[src/rtl/reaction_timer_pkg.sv]
// Shared definitions for the reaction game: round states and board-level
// default constants (1 ms at 100 MHz, 4-digit display ceiling).
// Ports: none (package).
package reaction_timer_pkg;

   // Round states: idle, random pre-delay, LED lit and counting, and the
   // three terminal outcomes that hold their result until the next Start.
   typedef enum logic [2:0] {
      ST_IDLE    = 3'd0,
      ST_WAIT    = 3'd1,
      ST_MEASURE = 3'd2,
      ST_DONE    = 3'd3,
      ST_EARLY   = 3'd4,
      ST_TIMEOUT = 3'd5
   } rtState_e;

   localparam int MS_CYCLES_100MHZ = 100000;
   localparam int MAX_DISPLAY_MS   = 9999;

endpackage

[src/rtl/reaction_timer_if.sv]
// Bundle of the reaction timer's game-side signals.
// Ports (signals):
//   Start       - one-cycle round start pulse (synchronized, debounced)
//   Button      - player button level (synchronized, debounced)
//   RandomValue - pre-delay in ms, sampled on an accepted Start
//   LedOn       - stimulus LED
//   ReactionMs  - running/final reaction count in ms
//   ResultValid - round finished with a valid reaction time
//   EarlyPress  - player pressed before the LED lit
//   Timeout     - reaction count reached its ceiling
//   Busy        - a round is in progress
// Modports: master drives the game inputs, slave is the timer itself.
interface reaction_timer_if #(
   parameter int DELAY_W = 13,
   parameter int RT_W    = 14
);
   logic               Start;
   logic               Button;
   logic [DELAY_W-1:0] RandomValue;
   logic               LedOn;
   logic [RT_W-1:0]    ReactionMs;
   logic               ResultValid;
   logic               EarlyPress;
   logic               Timeout;
   logic               Busy;

   modport master (
      output Start, Button, RandomValue,
      input  LedOn, ReactionMs, ResultValid, EarlyPress, Timeout, Busy
   );

   modport slave (
      input  Start, Button, RandomValue,
      output LedOn, ReactionMs, ResultValid, EarlyPress, Timeout, Busy
   );
endinterface

[src/rtl/ms_tick_gen.sv]
// Millisecond prescaler: counts 0..CYCLES_PER_MS-1 and raises tick for one
// cycle while sitting on the last count. A synchronous clear restarts the
// count so the first tick lands exactly CYCLES_PER_MS cycles later.
// Ports:
//   Clk   - clock, rising edge
//   Rst   - asynchronous active-low reset
//   clear - synchronous restart of the count
//   tick  - one-cycle pulse once per CYCLES_PER_MS cycles
module ms_tick_gen
   import reaction_timer_pkg::*;
#(
   parameter int CYCLES_PER_MS = MS_CYCLES_100MHZ
) (
   input  logic Clk,
   input  logic Rst,
   input  logic clear,
   output logic tick
);
   localparam int CNT_W = (CYCLES_PER_MS > 1) ? $clog2(CYCLES_PER_MS) : 1;
   localparam logic [CNT_W-1:0] LAST = CNT_W'(CYCLES_PER_MS - 1);

   logic [CNT_W-1:0] cnt_q, cnt_d;

   // The tick is decoded from the registered count so it never depends on
   // clear; a clear in the tick cycle still lets that tick be consumed.
   assign tick = (cnt_q == LAST);

   // Next count: clear wins, otherwise wrap on the last value or advance.
   always_comb begin
      cnt_d = cnt_q;
      if (clear) begin
         cnt_d = '0;
      end else if (cnt_q == LAST) begin
         cnt_d = '0;
      end else begin
         cnt_d = cnt_q + CNT_W'(1);
      end
   end

   // Prescaler register, cleared by reset.
   always_ff @(posedge Clk or negedge Rst) begin
      if (!Rst) begin
         cnt_q <= '0;
      end else begin
         cnt_q <= cnt_d;
      end
   end
endmodule

[src/rtl/reaction_timer.sv]
// Reaction game round controller. On Start it latches a random delay in ms,
// waits it out, lights the LED, then counts ms until a fresh button press.
// A press before the LED is an early press; reaching MAX_MS is a timeout.
// Ports:
//   Clk - clock, rising edge
//   Rst - asynchronous active-low reset
//   bus - game signals (slave side), see reaction_timer_if
module reaction_timer
   import reaction_timer_pkg::*;
#(
   parameter int CYCLES_PER_MS = MS_CYCLES_100MHZ,
   parameter int MAX_MS        = MAX_DISPLAY_MS,
   parameter int DELAY_W       = 13,
   parameter int RT_W          = 14
) (
   input  logic          Clk,
   input  logic          Rst,
   reaction_timer_if.slave bus
);
   localparam logic [RT_W-1:0] MAX_VAL    = RT_W'(MAX_MS);
   localparam logic [RT_W-1:0] MAX_MINUS1 = RT_W'(MAX_MS - 1);

   rtState_e           state_q, state_d;
   logic [DELAY_W-1:0] delayCnt_q, delayCnt_d;
   logic [RT_W-1:0]    reactionMs_q, reactionMs_d;
   logic               button_q;
   logic               rise;
   logic               tick;
   logic               clearTick;

   // Only a fresh rising edge counts as a press, so a button already held
   // when the LED lights is ignored until it is released and pressed again.
   assign rise = bus.Button & ~button_q;

   // Restart the ms prescaler on every state change so each state's first
   // tick arrives a full millisecond after entry.
   assign clearTick = (state_d != state_q);

   ms_tick_gen #(
      .CYCLES_PER_MS(CYCLES_PER_MS)
   ) u_tick (
      .Clk  (Clk),
      .Rst  (Rst),
      .clear(clearTick),
      .tick (tick)
   );

   // Next-state logic. Terminal states accept Start exactly like IDLE, so a
   // new round can begin directly from a displayed result. In both active
   // states a press beats a same-cycle tick.
   always_comb begin
      state_d      = state_q;
      delayCnt_d   = delayCnt_q;
      reactionMs_d = reactionMs_q;
      unique case (state_q)
         ST_IDLE, ST_DONE, ST_EARLY, ST_TIMEOUT: begin
            if (bus.Start) begin
               state_d      = ST_WAIT;
               delayCnt_d   = (bus.RandomValue == '0) ? DELAY_W'(1) : bus.RandomValue;
               reactionMs_d = '0;
            end
         end
         ST_WAIT: begin
            if (rise) begin
               state_d = ST_EARLY;
            end else if (tick) begin
               delayCnt_d = delayCnt_q - DELAY_W'(1);
               if (delayCnt_q == DELAY_W'(1)) begin
                  state_d      = ST_MEASURE;
                  reactionMs_d = '0;
               end
            end
         end
         ST_MEASURE: begin
            if (rise) begin
               state_d = ST_DONE;
            end else if (tick) begin
               if (reactionMs_q == MAX_MINUS1) begin
                  state_d      = ST_TIMEOUT;
                  reactionMs_d = MAX_VAL;
               end else begin
                  reactionMs_d = reactionMs_q + RT_W'(1);
               end
            end
         end
         default: begin
            state_d = ST_IDLE;
         end
      endcase
   end

   // State, counters and the button history register. The button history
   // tracks every cycle regardless of state.
   always_ff @(posedge Clk or negedge Rst) begin
      if (!Rst) begin
         state_q      <= ST_IDLE;
         delayCnt_q   <= '0;
         reactionMs_q <= '0;
         button_q     <= 1'b0;
      end else begin
         state_q      <= state_d;
         delayCnt_q   <= delayCnt_d;
         reactionMs_q <= reactionMs_d;
         button_q     <= bus.Button;
      end
   end

   // Outputs decode straight from the state register, so reset drops the
   // LED immediately without waiting for a clock.
   assign bus.LedOn       = (state_q == ST_MEASURE);
   assign bus.Busy        = (state_q == ST_WAIT) || (state_q == ST_MEASURE);
   assign bus.ResultValid = (state_q == ST_DONE);
   assign bus.EarlyPress  = (state_q == ST_EARLY);
   assign bus.Timeout     = (state_q == ST_TIMEOUT);
   assign bus.ReactionMs  = reactionMs_q;
endmodule

[src/flat_wrapper.sv]
// flat-port wrapper written by rule: the top's interface ports become plain ports
module reaction_timer_flat import reaction_timer_pkg::*;
#(
   parameter int CYCLES_PER_MS = MS_CYCLES_100MHZ,
   parameter int MAX_MS        = MAX_DISPLAY_MS,
   parameter int DELAY_W       = 13,
   parameter int RT_W          = 14
)
  (Clk, Rst, bus_Start, bus_Button, bus_RandomValue, bus_LedOn, bus_ReactionMs, bus_ResultValid, bus_EarlyPress, bus_Timeout, bus_Busy);
  reaction_timer_if #(.DELAY_W(DELAY_W), .RT_W(RT_W)) bus_i ();
  input  logic Clk;
  input  logic Rst;
  input wire logic [$bits(bus_i.Start)-1:0] bus_Start;
  input wire logic [$bits(bus_i.Button)-1:0] bus_Button;
  input wire logic [$bits(bus_i.RandomValue)-1:0] bus_RandomValue;
  output wire logic [$bits(bus_i.LedOn)-1:0] bus_LedOn;
  output wire logic [$bits(bus_i.ReactionMs)-1:0] bus_ReactionMs;
  output wire logic [$bits(bus_i.ResultValid)-1:0] bus_ResultValid;
  output wire logic [$bits(bus_i.EarlyPress)-1:0] bus_EarlyPress;
  output wire logic [$bits(bus_i.Timeout)-1:0] bus_Timeout;
  output wire logic [$bits(bus_i.Busy)-1:0] bus_Busy;
  assign bus_i.Start = bus_Start;
  assign bus_i.Button = bus_Button;
  assign bus_i.RandomValue = bus_RandomValue;
  assign bus_LedOn = bus_i.LedOn;
  assign bus_ReactionMs = bus_i.ReactionMs;
  assign bus_ResultValid = bus_i.ResultValid;
  assign bus_EarlyPress = bus_i.EarlyPress;
  assign bus_Timeout = bus_i.Timeout;
  assign bus_Busy = bus_i.Busy;
  reaction_timer #(.CYCLES_PER_MS(CYCLES_PER_MS), .MAX_MS(MAX_MS), .DELAY_W(DELAY_W), .RT_W(RT_W)) u_core (.Clk(Clk), .Rst(Rst), .bus(bus_i));
endmodule
[config.mk]
export PLATFORM = sky130hd
export DESIGN_NAME = reaction_timer_flat
export DESIGN_NICKNAME = d
export VERILOG_FILES = /design/src/rtl/reaction_timer_pkg.sv /design/src/rtl/reaction_timer_if.sv /design/src/rtl/ms_tick_gen.sv /design/src/rtl/reaction_timer.sv /design/src/flat_wrapper.sv
export SDC_FILE = /design/constraint.sdc
export NUM_CORES = 1
export LEC_CHECK = 0
export CAP_MARGIN = 30
export CORE_ASPECT_RATIO = 0.7
export CORE_UTILIZATION = 50
export DETAILED_ROUTE_END_ITERATION = 7
export PLACE_DENSITY = 0.85
export SETUP_SLACK_MARGIN = 0.4
export SLEW_MARGIN = 30
export SYNTH_ARGS = -nofsm -noshare
export SYNTH_HDL_FRONTEND = slang
export SYNTH_HIERARCHICAL = 1
export SYNTH_SLANG_ARGS = --single-unit
[constraint.sdc]
create_clock -name Clk -period 3.7 [get_ports Clk]
set_input_delay 0.74 -clock Clk [delete_from_list [all_inputs] [get_ports Clk]]
set_output_delay 0.74 -clock Clk [all_outputs]
set_load 0.1 [all_outputs]
==> flow_summary_export.csv, run 1 <==
group,metric,value,unit
sta,period_share,0.8239,
clock_tree,ctsResizeCount,0,
place,port_buffers,35,
route,drt_iter0_drc,261,
critical_path,required,2.96,ns
place,dp_slack,0.7794,ns
clock_tree,root_buffer,"clkbuf_8",
finish,final_cell_mix,"dfrtp_1 (48), nor2_1 (32), clkdlybuf4s50_1 (29)",
run,drv_cap,0,
run_status,status,"completed",
place,finalWeightedCongestion,0.9228,
sta,slew-limit-headroom,0.3429,
global_routing,grtUsageMet3,0.04828,
synth,synthTopCellsByArea,"dfrtp_1 (41%), o21ai_0 (4.6%), nor2_1 (4.1%), a21oi_1 (3.8%), a22o_1 (3.6%)",
route,avgViaCountPerCell,6.429,
die,num_io_pins,36,
clock_tree,cts.sinks,48,
synth,syn-instance-count,323,
finish,diodes,0,
sta,timing.fmax,0.3280,GHz
clock_tree,postCtsHoldBufs,0,
finish,finish.utilization,0.6221,
power_and_ir_drop,clockPowerShare,0.182,
synth,synthArstFlopShare,1.000,
finish,drive_gt1_frac,0.08635,
finish,areaGrowthSynthToFinish,15.76,%
clock_tree,clk_pin_slew,0.10,ns
critical_path,critical_path_class,"flip-flop to primary output",
synth,synth_flop_cell,"dfrtp_1",
synth,synth_cell_types,55,
die,die-width,93.25,um
critical_path,start_kind,"flip-flop",
synth,synth-edff-count,0,
global_routing,antenna_found_initial,0,
sta,finalSetupViolCount,0,
clock_tree,cts_buffers,5,
power_and_ir_drop,swShare,0.4371,
global_routing,grt_max_degree,49,
clock_tree,cts_tree,"yes",
die,die_h,65.87,um
global_routing,grt_usage,0.2554,
clock_tree,post_cts_buffers,0,
synth,synth_area_leader_cell,"dfrtp_1",
synth,yosysWarnings,6,
sta,period_minus_slack,3.048,ns
power_and_ir_drop,pwr-share-comb,0.392,
finish,fin_nets,380,
global_routing,gr-total-overflow,0,
sta,tightest_slew,0.9825,ns
route,route.detailed.drc,0,
place,dp_hpwl,5250,um
sta,finalHoldViolCount,0,
route,drtPass1Iterations,5,
synth,ys_seq_area_frac,0.4122,
power_and_ir_drop,power_switching,0.0007795,W
route,ant_nets,0,
min_path,hp-class,"primary input to asynchronous set/reset pin",
critical_path,crit_path_end_kind,"primary output",
route,vias,2771,
synth,synth_top_area_frac,0.4122,
route,wl_per_cell,17.22,um
die,num_rows,22,
synth,syn_nets,345,
sta,fin_setup_tns,0,ns
power_and_ir_drop,p_total,0.001784,W
global_routing,grt_pass1_vias,2633,
die,dieArea,6142,sq um
sta,finalWorstSetupSlack,0.6515,ns
clock_tree,htree_levels,2,
die,initial_core_util,0.5374,
critical_path,crit_fanout,22,
synth,syn_area_per_cell,9.022,sq um
power_and_ir_drop,p_seq_frac,0.426,
power_and_ir_drop,power_density,528.7,nW/um^2
global_routing,grt_most_used_layer,"met2",
global_routing,grt_pass1_wl,12160,um
critical_path,cp.arrival,2.31,ns
synth,ys_seq_elements,48,
sta,maxSlewViolCount,0,
sta,rsz0062_at_grt,"false",
power_and_ir_drop,internal_power,0.001004,W
global_routing,grt_util_met1,0.3558,
synth,syn-cell-area,2914,sq um
global_routing,use_met2,0.4007,
route,routed_wl,7423,um
sta,finClkSkew,0.01248,ns
critical_path,regToRegSetupSlack,0.74,ns
power_and_ir_drop,power.leakage,1.349,nW
clock_tree,clockBufferDepth,2,
finish,final_common_cell,"dfrtp_1",
clock_tree,clkLatencyLatePin,0.31,ns
die,core,5423,sq um
power_and_ir_drop,vdd_drop_max,455.1,uV
## layer usage
metal / part of all wire / vias to the layer above / wire length [um]
met5: 0 / - / 0
met4: 0.015 / 0 / 113
met3: 0.069 / 21 / 510
met2: 0.44 / 139 / 3297
met1: 0.47 / 1332 / 3502
li1: - / 1279 / -
## final timing paths
path,start,endpoint,depth (start not counted)
max,u_core/state_q[0]$_DFF_PN0_,bus_Busy,4
min,Rst,u_core/delayCnt_q[5]$_DFFE_PN0P_,1
max reg2reg,u_core/bus.ReactionMs[0]$_DFFE_PN0P_,u_core/u_tick/cnt_q[11]$_DFF_PN0_,9
min reg2reg,u_core/u_tick/cnt_q[0]$_DFF_PN0_,u_core/u_tick/cnt_q[0]$_DFF_PN0_,1
max in group asynchronous,Rst,u_core/bus.ReactionMs[2]$_DFFE_PN0P_,1
min in group Clk,u_core/u_tick/cnt_q[0]$_DFF_PN0_,u_core/u_tick/cnt_q[0]$_DFF_PN0_,1
## worst max-delay path: stages (launching register included)
cell	delay, ns
dfrtp_1	0.59
inv_1	0.20
or3_1	0.71
nand2_1	0.19
buf_4	0.31
## cell families (layout without fill, tap and decap cells)
kind of cell | count (synthesis) | in the layout | synth area share
and+or+nand+nor | 137 | 137 | 0.2555
AOI/OAI and AO/OA | 92 | 92 | 0.2083
adders and majority gates | 5 | 5 | 0.02147
DFF | 48 | 48 | 0.4122
xor gates and xnor gates | 14 | 14 | 0.04208
muxes | 3 | 3 | 0.01031
buffers and inverters | 24 | 60 | 0.05024
## metrics by stage
step / instances / cell area [sq um] / hold WS (ns)
floorplan: 323 / 2919 / 0.4444
global placement: 423 / 3278 / 0.5009
detailed placement: 423 / 3281 / 0.5192
CTS: 431 / 3373 / 0.4462
global route: 431 / 3373 / 0.4471
finish: 431 / 3373 / 0.4225
## layout make-up
cell class | instances | area [sq um]
Clock inverter | 3 | 23.77
Inverter | 12 | 45.04
Multi-Input combinational cell | 251 | 1572
Sequential cell | 48 | 1201
Tap cell | 72 | 90.09
Timing Repair Buffer | 40 | 372.9
Fill cell | 444 | 2049
Clock buffer | 5 | 68.82
## synthesized netlist by cell type (2+ instances only)
cell type   n
xnor2_1     7
and3_1      4
nand4_1    12
or4_1       2
xor2_1      7
nor3_1     11
clkbuf_1    4
mux2i_1     3
nor2_1     32
a21oi_1    22
nor4bb_1    2
a22oi_1     4
nor4_1     10
nor3b_1     3
or4_4       2
o31ai_1     3
a21o_1      2
o21ai_0    27
o22ai_1     3
nand2_1    27
o32ai_1     2
nand3_1    13
and4_4      2
inv_1      12
nor4b_1     2
buf_6       7
ha_1        5
a31oi_1     5
dfrtp_1    48
nand2b_1    3
nor2b_1     2
a22o_1     12
## registers in the layout (all words and copies together), names as in the netlist
name / cells
u_core/button_q: 1
u_core/delayCnt_q: 13
u_core/u_tick/cnt_q: 17
u_core/state_q: 3
u_core/bus.ReactionMs: 14
## power groups by stage
| stage | Combinational, W | Clock [W] | Sequential, W |
|---|---|---|---|
| 2_1_floorplan | 0.000577 | 0 | 0.000711 |
| 3_3_place_gp | 0.000658 | 0 | 0.000757 |
| 3_5_place_dp | 0.000681 | 0 | 0.000763 |
| 4_1_cts | 0.000684 | 0.000331 | 0.000753 |
| 5_1_grt | 0.000763 | 0.000365 | 0.000775 |
| 6_report | 0.000700 | 0.000325 | 0.000759 |
No activity file was read; power rests on OpenSTA's default activity.
==> run 2, diff against run 1 <==
PLACE_DENSITY = 0.88   (was 0.85)
clock period = 2.8 ns   (was 3.7 ns; I/O delays follow)
==> run 2 against run 1 <==
Clock-buffer cell count stayed put. Worst hold slack worse by 0.11 ns. Sequential cell count stayed put. Clock power is 61% higher. Power is 46% higher. Cell count is 3.7% higher. Sequential share of layout area is 1.7 points lower. Critical path depth is 4 higher. Combinational power is 56% higher. Critical endpoint is now u_core/u_tick/cnt_q[8]$_DFF_PN0_. Largest cell class unchanged.
==> flow_summary_export.csv, run 2 (synthesis gave the netlist of run 1 again) <==
group,metric,value,unit
run_status,status,"completed",
sta,fin_setup_tns,0,ns
die,dieArea,6142,sq um
min_path,hp-class,"primary input to asynchronous set/reset pin",
route,avgViaCountPerCell,6.199,
finish,diodes,0,
sta,rsz0062_at_grt,"true",
sta,slew-limit-headroom,0.4888,
global_routing,gr-total-overflow,0,
die,die-width,93.25,um
global_routing,grt_pass1_wl,12470,um
clock_tree,cts_tree,"yes",
die,num_io_pins,36,
critical_path,critical_path_class,"flip-flop to flip-flop",
sta,timing.fmax,0.3951,GHz
critical_path,required,3.01,ns
critical_path,crit_fanout,7,
sta,finalSetupViolCount,0,
sta,finalWorstSetupSlack,0.2689,ns
power_and_ir_drop,power_density,721.0,nW/um^2
sta,finClkSkew,0.009768,ns
finish,largest_register_ffs,17,
power_and_ir_drop,power.leakage,1.442,nW
place,dp_hpwl,4998,um
finish,largest_register,"u_core/u_tick/cnt_q",
global_routing,grt_pass1_vias,2592,
global_routing,antenna_found_initial,0,
finish,fin_nets,396,
clock_tree,root_buffer,"clkbuf_8",
clock_tree,clk_pin_slew,0.10,ns
power_and_ir_drop,p_total,0.002598,W
sta,tightest_slew,0.7668,ns
place,port_buffers,35,
critical_path,regToRegSetupSlack,0.27,ns
route,wl_per_cell,16.81,um
power_and_ir_drop,vdd_drop_max,542.6,uV
global_routing,grt_usage,0.2622,
critical_path,start_kind,"flip-flop",
clock_tree,clkLatencyLatePin,0.31,ns
clock_tree,clockBufferDepth,2,
die,initial_core_util,0.5374,
route,drt_iter0_drc,261,
clock_tree,htree_levels,2,
place,finalWeightedCongestion,0.9472,
clock_tree,cts.sinks,48,
clock_tree,cts_buffers,5,
critical_path,cp.arrival,2.74,ns
finish,areaGrowthSynthToFinish,23.66,%
critical_path,worst-r2r-cell-count,8,
finish,final_cell_mix,"buf_4 (35), dfrtp_1 (34), o21ai_0 (27)",
route,routed_wl,7512,um
sta,maxSlewViolCount,0,
finish,final_common_cell,"buf_4",
die,core,5423,sq um
clock_tree,postCtsHoldBufs,0,
sta,finalHoldViolCount,0,
global_routing,grt_max_degree,35,
place,dp_slack,0.1316,ns
run,drv_cap,0,
finish,drive_gt1_frac,0.2427,
route,route.detailed.drc,0,
route,vias,2771,
die,num_rows,22,
sta,period_share,0.9040,
route,drtPass1Iterations,7,
route,ant_nets,0,
critical_path,crit_path_end_kind,"flip-flop",
die,die_h,65.87,um
sta,period_minus_slack,2.531,ns
==> run 2: cell types whose count changed in the layout (fill, tap and decap cells not counted), sizes merged <==
cell           before  now
buf                11   40
clkdlybuf4s50      29   15
or3                 2    3
clkinv              1    0
bufinv              0    1
==> run 2: per-layer routing <==
metal	track usage	up-vias	part of all wire
met5	0	-	0
met2	0.4081	112	0.46
met1	0.3685	1326	0.46
met4	0.08654	0	0.015
met3	0.05172	15	0.066
li1	-	1318	-
==> run 2: worst max-delay path, stage by stage, from the launching register on <==
cell	delay, ns
dfrtp_4	0.48
or4_4	0.53
or4_4	0.55
o311ai_4	0.25
a22oi_2	0.12
nand4b_1	0.15
or2_4	0.16
buf_6	0.14
nor2_1	0.05
==> run 2: cell type report <==
| type | instances | area, sq um |
|---|---|---|
| multi-input combinational | 252 | 1645 |
| tap | 72 | 90.09 |
| sequential | 48 | 1224 |
| inverter | 12 | 48.80 |
| fill | 413 | 1819 |
| timing repair buffer | 55 | 480.5 |
| clock inverter | 3 | 46.29 |
| clock buffer | 5 | 68.82 |
==> run 2: metrics by stage <==
| stage | cells | utilization | hold WS, ns | instance area (sq um) |
|---|---|---|---|---|
| 3_5_place_dp | 429 | 0.6163 | 0.4915 | 3342 |
| 2_1_floorplan | 323 | - | 0.2644 | 2948 |
| 5_1_grt | 447 | 0.6645 | 0.3771 | 3603 |
| 6_report | 447 | 0.6645 | 0.3136 | 3603 |
| 4_1_cts | 442 | 0.6484 | 0.3373 | 3516 |
| 3_3_place_gp | 429 | 0.6163 | 0.4939 | 3342 |
==> run 2: worst paths after layout <==
kind,start,to
min in group Clk,u_core/delayCnt_q[11]$_DFFE_PN0P_,u_core/delayCnt_q[11]$_DFFE_PN0P_
hold reg to reg,u_core/delayCnt_q[11]$_DFFE_PN0P_,u_core/delayCnt_q[11]$_DFFE_PN0P_
max in group asynchronous,Rst,u_core/u_tick/cnt_q[7]$_DFF_PN0_
hold / removal,Rst,u_core/u_tick/cnt_q[0]$_DFF_PN0_
setup reg to reg,u_core/bus.ReactionMs[5]$_DFFE_PN0P_,u_core/u_tick/cnt_q[8]$_DFF_PN0_
setup / recovery,u_core/bus.ReactionMs[5]$_DFFE_PN0P_,u_core/u_tick/cnt_q[8]$_DFF_PN0_
==> run 2: timing repair <==
| item | 4_1_cts | 5_1_grt |
|---|---|---|
| setup endpoints to repair | 32 | 31 |
| pin swaps | 3 | 4 |
| gates cloned | 1 | 1 |
| setup buffers | 4 | 4 |
| gates resized for setup | 6 | 13 |
| endpoints found under the hold margin | 0 | 0 |
==> run 2: power breakdown <==
group	leakage, nW	switching [W]	internal (W)
clock network	0.0548	0.000254	0.000269
registers	0.609	0.000165	0.000819
logic	0.778	0.000652	0.000439
total	1.44	0.00107	0.00153
==> run 3, diff against run 2 <==
CORE_ASPECT_RATIO = default   (was 0.7)
==> run 3 against run 2 <==
Worst hold slack got worse by 0.073 ns. Die area about the same. Critical path depth unchanged. Non-clock buffer count increased by 2. Core utilization decreased by 1.8 points. Cell count increased by 0.45%. Wire length decreased by 4.5%. Critical path type unchanged. Critical endpoint is now u_core/u_tick/cnt_q[16]$_DFF_PN0_. Largest cell class unchanged. Largest power group unchanged.
==> flow_summary_export.csv, run 3 (synthesis gave the netlist of run 1 again) <==
group,metric,value,unit
clock_tree,cts_tree,"yes",
critical_path,cp.arrival,2.78,ns
route,vias,2784,
power_and_ir_drop,power_density,686.3,nW/um^2
critical_path,critical_path_class,"flip-flop to flip-flop",
critical_path,crit_fanout,7,
critical_path,cpMostUsedCell,"or4_4",
min_path,hp-class,"primary input to asynchronous set/reset pin",
die,die_h,78.34,um
global_routing,grt_pass1_wl,11990,um
sta,maxSlewViolCount,0,
power_and_ir_drop,p_total,0.002474,W
critical_path,crit_path_end_kind,"flip-flop",
global_routing,grt_usage,0.2459,
critical_path,start_kind,"flip-flop",
finish,fillerInstances,434,
run_status,status,"completed",
sta,rsz0062_at_grt,"true",
clock_tree,postCtsHoldBufs,0,
finish,final_common_cell,"buf_4",
die,dieArea,6137,sq um
sta,holdWs,0.2408,ns
clock_tree,clockBufferDepth,2,
sta,finalSetupViolCount,0,
finish,post-route-cell-area,3605,sq um
run,drv_cap,0,
clock_tree,clk_pin_slew,0.09,ns
sta,tightest_slew,0.5668,ns
finish,largest_register,"u_core/u_tick/cnt_q",
sta,timing.fmax,0.3853,GHz
sta,slew-limit-headroom,0.6218,
clock_tree,cts_buffers,5,
die,core,5574,sq um
finish,areaGrowthSynthToFinish,23.70,%
sta,finalHoldViolCount,0,
finish,final_cell_mix,"buf_4 (36), dfrtp_1 (32), o21ai_0 (27)",
place,dp_hpwl,4816,um
finish,largest_register_ffs,17,
route,drtPass1Iterations,5,
finish,drive_gt1_frac,0.2626,
power_and_ir_drop,power.leakage,1.434,nW
global_routing,gr-total-overflow,0,
clock_tree,cts.sinks,48,
route,drt_iter0_drc,182,
die,num_io_pins,36,
die,initial_core_util,0.5228,
die,die-width,78.34,um
sta,finClkSkew,0.009031,ns
sta,period_minus_slack,2.595,ns
clock_tree,root_buffer,"clkbuf_8",
die,num_rows,27,
route,avgViaCountPerCell,6.200,
power_and_ir_drop,vdd_drop_max,666.6,uV
critical_path,worst-r2r-cell-count,8,
critical_path,path_cells,"or4_4, or4_4, o311ai_4, a22oi_2, nand4b_1, or2_4, buf_6, a21oi_1",
finish,fin_nets,398,
global_routing,grt_pass1_vias,2690,
critical_path,required,2.98,ns
global_routing,antenna_found_initial,0,
place,finalWeightedCongestion,0.8755,
critical_path,worst_path_largest_cell_delay,0.56,ns
sta,period_share,0.9269,
global_routing,grt_max_degree,26,
finish,diodes,0,
route,route.detailed.drc,0,
sta,fin_setup_tns,0,ns
place,placed_cell_area,3327,sq um
critical_path,crit_slowest_cell,"or4_4",
route,ant_nets,0,
route,routed_wl,7173,um
route,wl_per_cell,15.98,um
place,port_buffers,35,
clock_tree,htree_levels,2,
finish,finish.utilization,0.6467,
clock_tree,clkLatencyLatePin,0.30,ns
==> run 3: cell count changes in the layout (fill, tap and decap cells not counted), sizes merged <==
cell / delta
clkinvlp: -1
clkbuf: +2
buf: +2
inv: -1
clkinv: +1
bufinv: -1
==> run 3: final timing paths <==
path | from | end | slack (ns)
worst max-delay path | u_core/bus.ReactionMs[5]$_DFFE_PN0P_ | u_core/u_tick/cnt_q[16]$_DFF_PN0_ | 0.20
worst min-delay path | Rst | u_core/bus.ReactionMs[12]$_DFFE_PN0P_ | 0.24
worst max register to register | u_core/bus.ReactionMs[5]$_DFFE_PN0P_ | u_core/u_tick/cnt_q[16]$_DFF_PN0_ | 0.20
worst min register to register | u_core/delayCnt_q[11]$_DFFE_PN0P_ | u_core/delayCnt_q[11]$_DFFE_PN0P_ | 0.52
max in group asynchronous | Rst | u_core/delayCnt_q[7]$_DFFE_PN0P_ | 1.94
min in group Clk | u_core/delayCnt_q[11]$_DFFE_PN0P_ | u_core/delayCnt_q[11]$_DFFE_PN0P_ | 0.52
==> run 3: worst max-delay path, delay by kind of cell (launching register included) <==
kind            cells  cell delay (ns)
buf+inv             1             0.12
compound gates      3             0.48
simple gates        4             1.37
flops               1             0.50
==> run 3: layout make-up <==
class	instances	area, sq um	share of cell area
Clock buffer	7	76.32	0.02117
Clock inverter	1	5.005	0.001388
Inverter	12	48.80	0.01354
Multi-Input combinational cell	252	1659	0.4603
Sequential cell	48	1226	0.3402
Tap cell	72	90.09	0.02499
Timing Repair Buffer	57	499.2	0.1385
==> run 3: repair_timing <==
action                                 CTS  global route
buffers inserted                         6             6
pin swaps                               15             6
cloned                                   1             1
gates resized for setup                 11            17
setup endpoints to repair               32            33
endpoints found under the hold margin    0             0
==> run 3: layer usage <==
layer / share of wire / GRT usage
met1: 0.41 / 0.3134
met2: 0.50 / 0.4018
met3: 0.060 / 0.03488
met4: 0.026 / 0.1352
met5: 0 / 0
==> run 3: metrics by stage <==
stage	setup slack, ns	instances
after floorplan	-0.06831	323
after global placement	0.2018	427
after detailed placement	0.1350	427
after CTS	0.2415	442
after global routing	0.1431	449
final	0.2047	449
==> run 3: power breakdown <==
group / internal, W / switching, W
Combinational: 0.000446 / 0.000642
Sequential: 0.000822 / 0.000172
Clock: 0.000175 / 0.000218
==> patch (flow settings as in run 3) <==
Encoding of `rtState_e`: now one-hot (6 bits for 6 states).
--- a/src/rtl/reaction_timer_pkg.sv
+++ b/src/rtl/reaction_timer_pkg.sv
@@ -5,13 +5,13 @@
 
    // Round states: idle, random pre-delay, LED lit and counting, and the
    // three terminal outcomes that hold their result until the next Start.
-   typedef enum logic [2:0] {
-      ST_IDLE    = 3'd0,
-      ST_WAIT    = 3'd1,
-      ST_MEASURE = 3'd2,
-      ST_DONE    = 3'd3,
-      ST_EARLY   = 3'd4,
-      ST_TIMEOUT = 3'd5
+   typedef enum logic [5:0] {
+      ST_IDLE    = 6'b000001,
+      ST_WAIT    = 6'b000010,
+      ST_MEASURE = 6'b000100,
+      ST_DONE    = 6'b001000,
+      ST_EARLY   = 6'b010000,
+      ST_TIMEOUT = 6'b100000
    } rtState_e;
 
    localparam int MS_CYCLES_100MHZ = 100000;
Function: no difference found for any inputs over 10 cycles, from zero or initial values and one cycle with Rst low; not proved beyond that.
==> patch against run 3 <==
  * Non-clock buffer count decreased by 4
  * Synthesized cell count increased by 5.6%
  * Wire length increased by 13%
  * Area after synthesis increased by 8.4%
  * Design area increased by 6.4%
  * Sequential cell count increased by 3
  * Total power increased by 7.3%
  * Worst setup slack improved by 260 ps
==> patch: results <==
set metrics [dict create \
    number_of_global_route_vias_before_repair 2820 \
    dpl.cell_count 448 \
    wire_length_on_met3_um 428 \
    post_cts.repair.setup_buffers 1 \
    detailed_route_wl_mm 8.095 \
    ys_seq_area_frac 0.4045 \
    grt_first_pass_wirelength_mm 13.28 \
    antenna_cells_inserted 0 \
    h-tree-depth 2 \
    final.setup_skew_ps 11.42 \
    met1_track_demand_over_resource_in_global_routing 0.3472 \
    seq_pwr_w 0.00105 \
    groute.usage.overall 0.2628 \
    antenna_violations_before_repair 0 \
    detailedRoute.firstPassIterationCount 6 \
    place_ws_ps 139.4 \
    r2r-end "u_core/bus.ReactionMs[6]" \
    post_cts_resize_count 6 \
    portion_of_the_clock_cycle_consumed_by_the_worst_path_in_the_final_layout 0.8351 \
    detail_route.vias_per_cell 6.467 \
    synth_top_flop_cell "sky130_fd_sc_hd__dfrtp_1" \
    power.share.combinational 0.403 \
    cp_max_fo 8 \
    arrival_ps 2540 \
    hold_path_class "in -> async" \
    slowest_stage "sky130_fd_sc_hd__dfrtp_1" \
    avgSynthCellArea_um2 9.261 \
    dpl_cell_area_um2 3602 \
    groute.layer.met2.usage 0.4300 \
    synth_top_cells_by_area "sky130_fd_sc_hd__dfrtp_1 (40%), sky130_fd_sc_hd__nor2_1 (4.4%), sky130_fd_sc_hd__nand3_1 (2.9%)" \
    maximum_number_of_pins_on_one_net_before_global_route_repair 34 \
    timing.critical_path.from "u_core/u_tick/cnt_q[13]" \
    status "finished clean" \
    synthesized_net_count 363 \
    final_layout_size_suffix_gt1_frac 0.2216 \
    setup.reg_to_reg.worst_slack_ps 460 \
    synth_common_cells "sky130_fd_sc_hd__dfrtp_1 (50), sky130_fd_sc_hd__nor2_1 (37), sky130_fd_sc_hd__nand2_1 (22)" \
    placement.io_buffers 35 \
    num-nets-final 409 \
    gpl.final_weighted_congestion 0.9102 \
    static-leakage-power_nw 1.568 \
    peakVddDrop_v 0.0006203 \
    internal_power_w 0.001611 \
    reg_with_most_ffs "u_core/u_tick/cnt_q" \
    synth_cell_types 67 \
    root_buf_cell "sky130_fd_sc_hd__clkbuf_8" \
    worst_setup_hold_path_clk_slew_ps 100 \
    cp_top_family "simple AND/OR/NAND/NOR gates" \
    first_iter_violations 329 \
    worst_reg_to_reg_cells 7 \
    clock_insertion_delay_worst_skew_ps 310 \
    hpwlAfterDp_mm 5.747 \
    grtUsageMet3 0.05111 \
    amount_of_wire_on_met2_after_detailed_routing_mm 4.007 \
    worst-slew-pin-transition_ps 772.1 \
    instances_no_fill 463 \
    timing.critical_path.slowest_cell_delay_ps 440 \
    m1WireLength_mm 3.505 \
]
==> patch: cell count changes after synthesis, moves of 4 or more <==
| cell | change |
|---|---|
| sky130_fd_sc_hd__o21ai_0 | -16 |
| sky130_fd_sc_hd__o22a_1 | +8 |
| sky130_fd_sc_hd__a21oi_1 | -7 |
| sky130_fd_sc_hd__a22o_1 | -7 |
| sky130_fd_sc_hd__nand2_1 | -5 |
| sky130_fd_sc_hd__nand3_1 | +5 |
| sky130_fd_sc_hd__nor2_1 | +5 |
| sky130_fd_sc_hd__a211oi_1 | +4 |
| sky130_fd_sc_hd__a22oi_1 | -4 |
| sky130_fd_sc_hd__and2_1 | +4 |
| sky130_fd_sc_hd__buf_2 | +4 |
==> patch: worst min-delay path by stage <==
stage	end	slack, ps	depth (start not counted)
floorplan	u_core/bus.ReactionMs[0]	260	0
CTS	u_core/delayCnt_q[10]	340	1
finish	u_core/delayCnt_q[10]	300	1
detailed placement	u_core/u_tick/cnt_q[0]	490	1
global route	u_core/delayCnt_q[10]	360	1
global placement	u_core/bus.ReactionMs[10]	480	1
==> patch: area by class of cell <==
| type | instances | area, µm² |
|---|---|---|
| clock buffers | 6 | 82.58 |
| well taps | 75 | 93.84 |
| fillers | 473 | 2157 |
| multi-input cells | 266 | 1829 |
| clock inverters | 2 | 35.03 |
| inverters | 10 | 38.79 |
| flip-flops and latches | 51 | 1296 |
| repair buffers | 53 | 457.9 |
==> patch: cell families after synthesis <==
| logic type | share of synthesized area |
|---|---|
| adder cells (fa/ha/maj) | 0.01981 |
| AO/OA/AOI/OAI | 0.2088 |
| AND/OR/NAND/NOR | 0.2765 |
| buffers and inverters | 0.04160 |
| flip-flops | 0.4045 |
| XOR/XNOR | 0.04160 |
| multiplexers | 0.007131 |
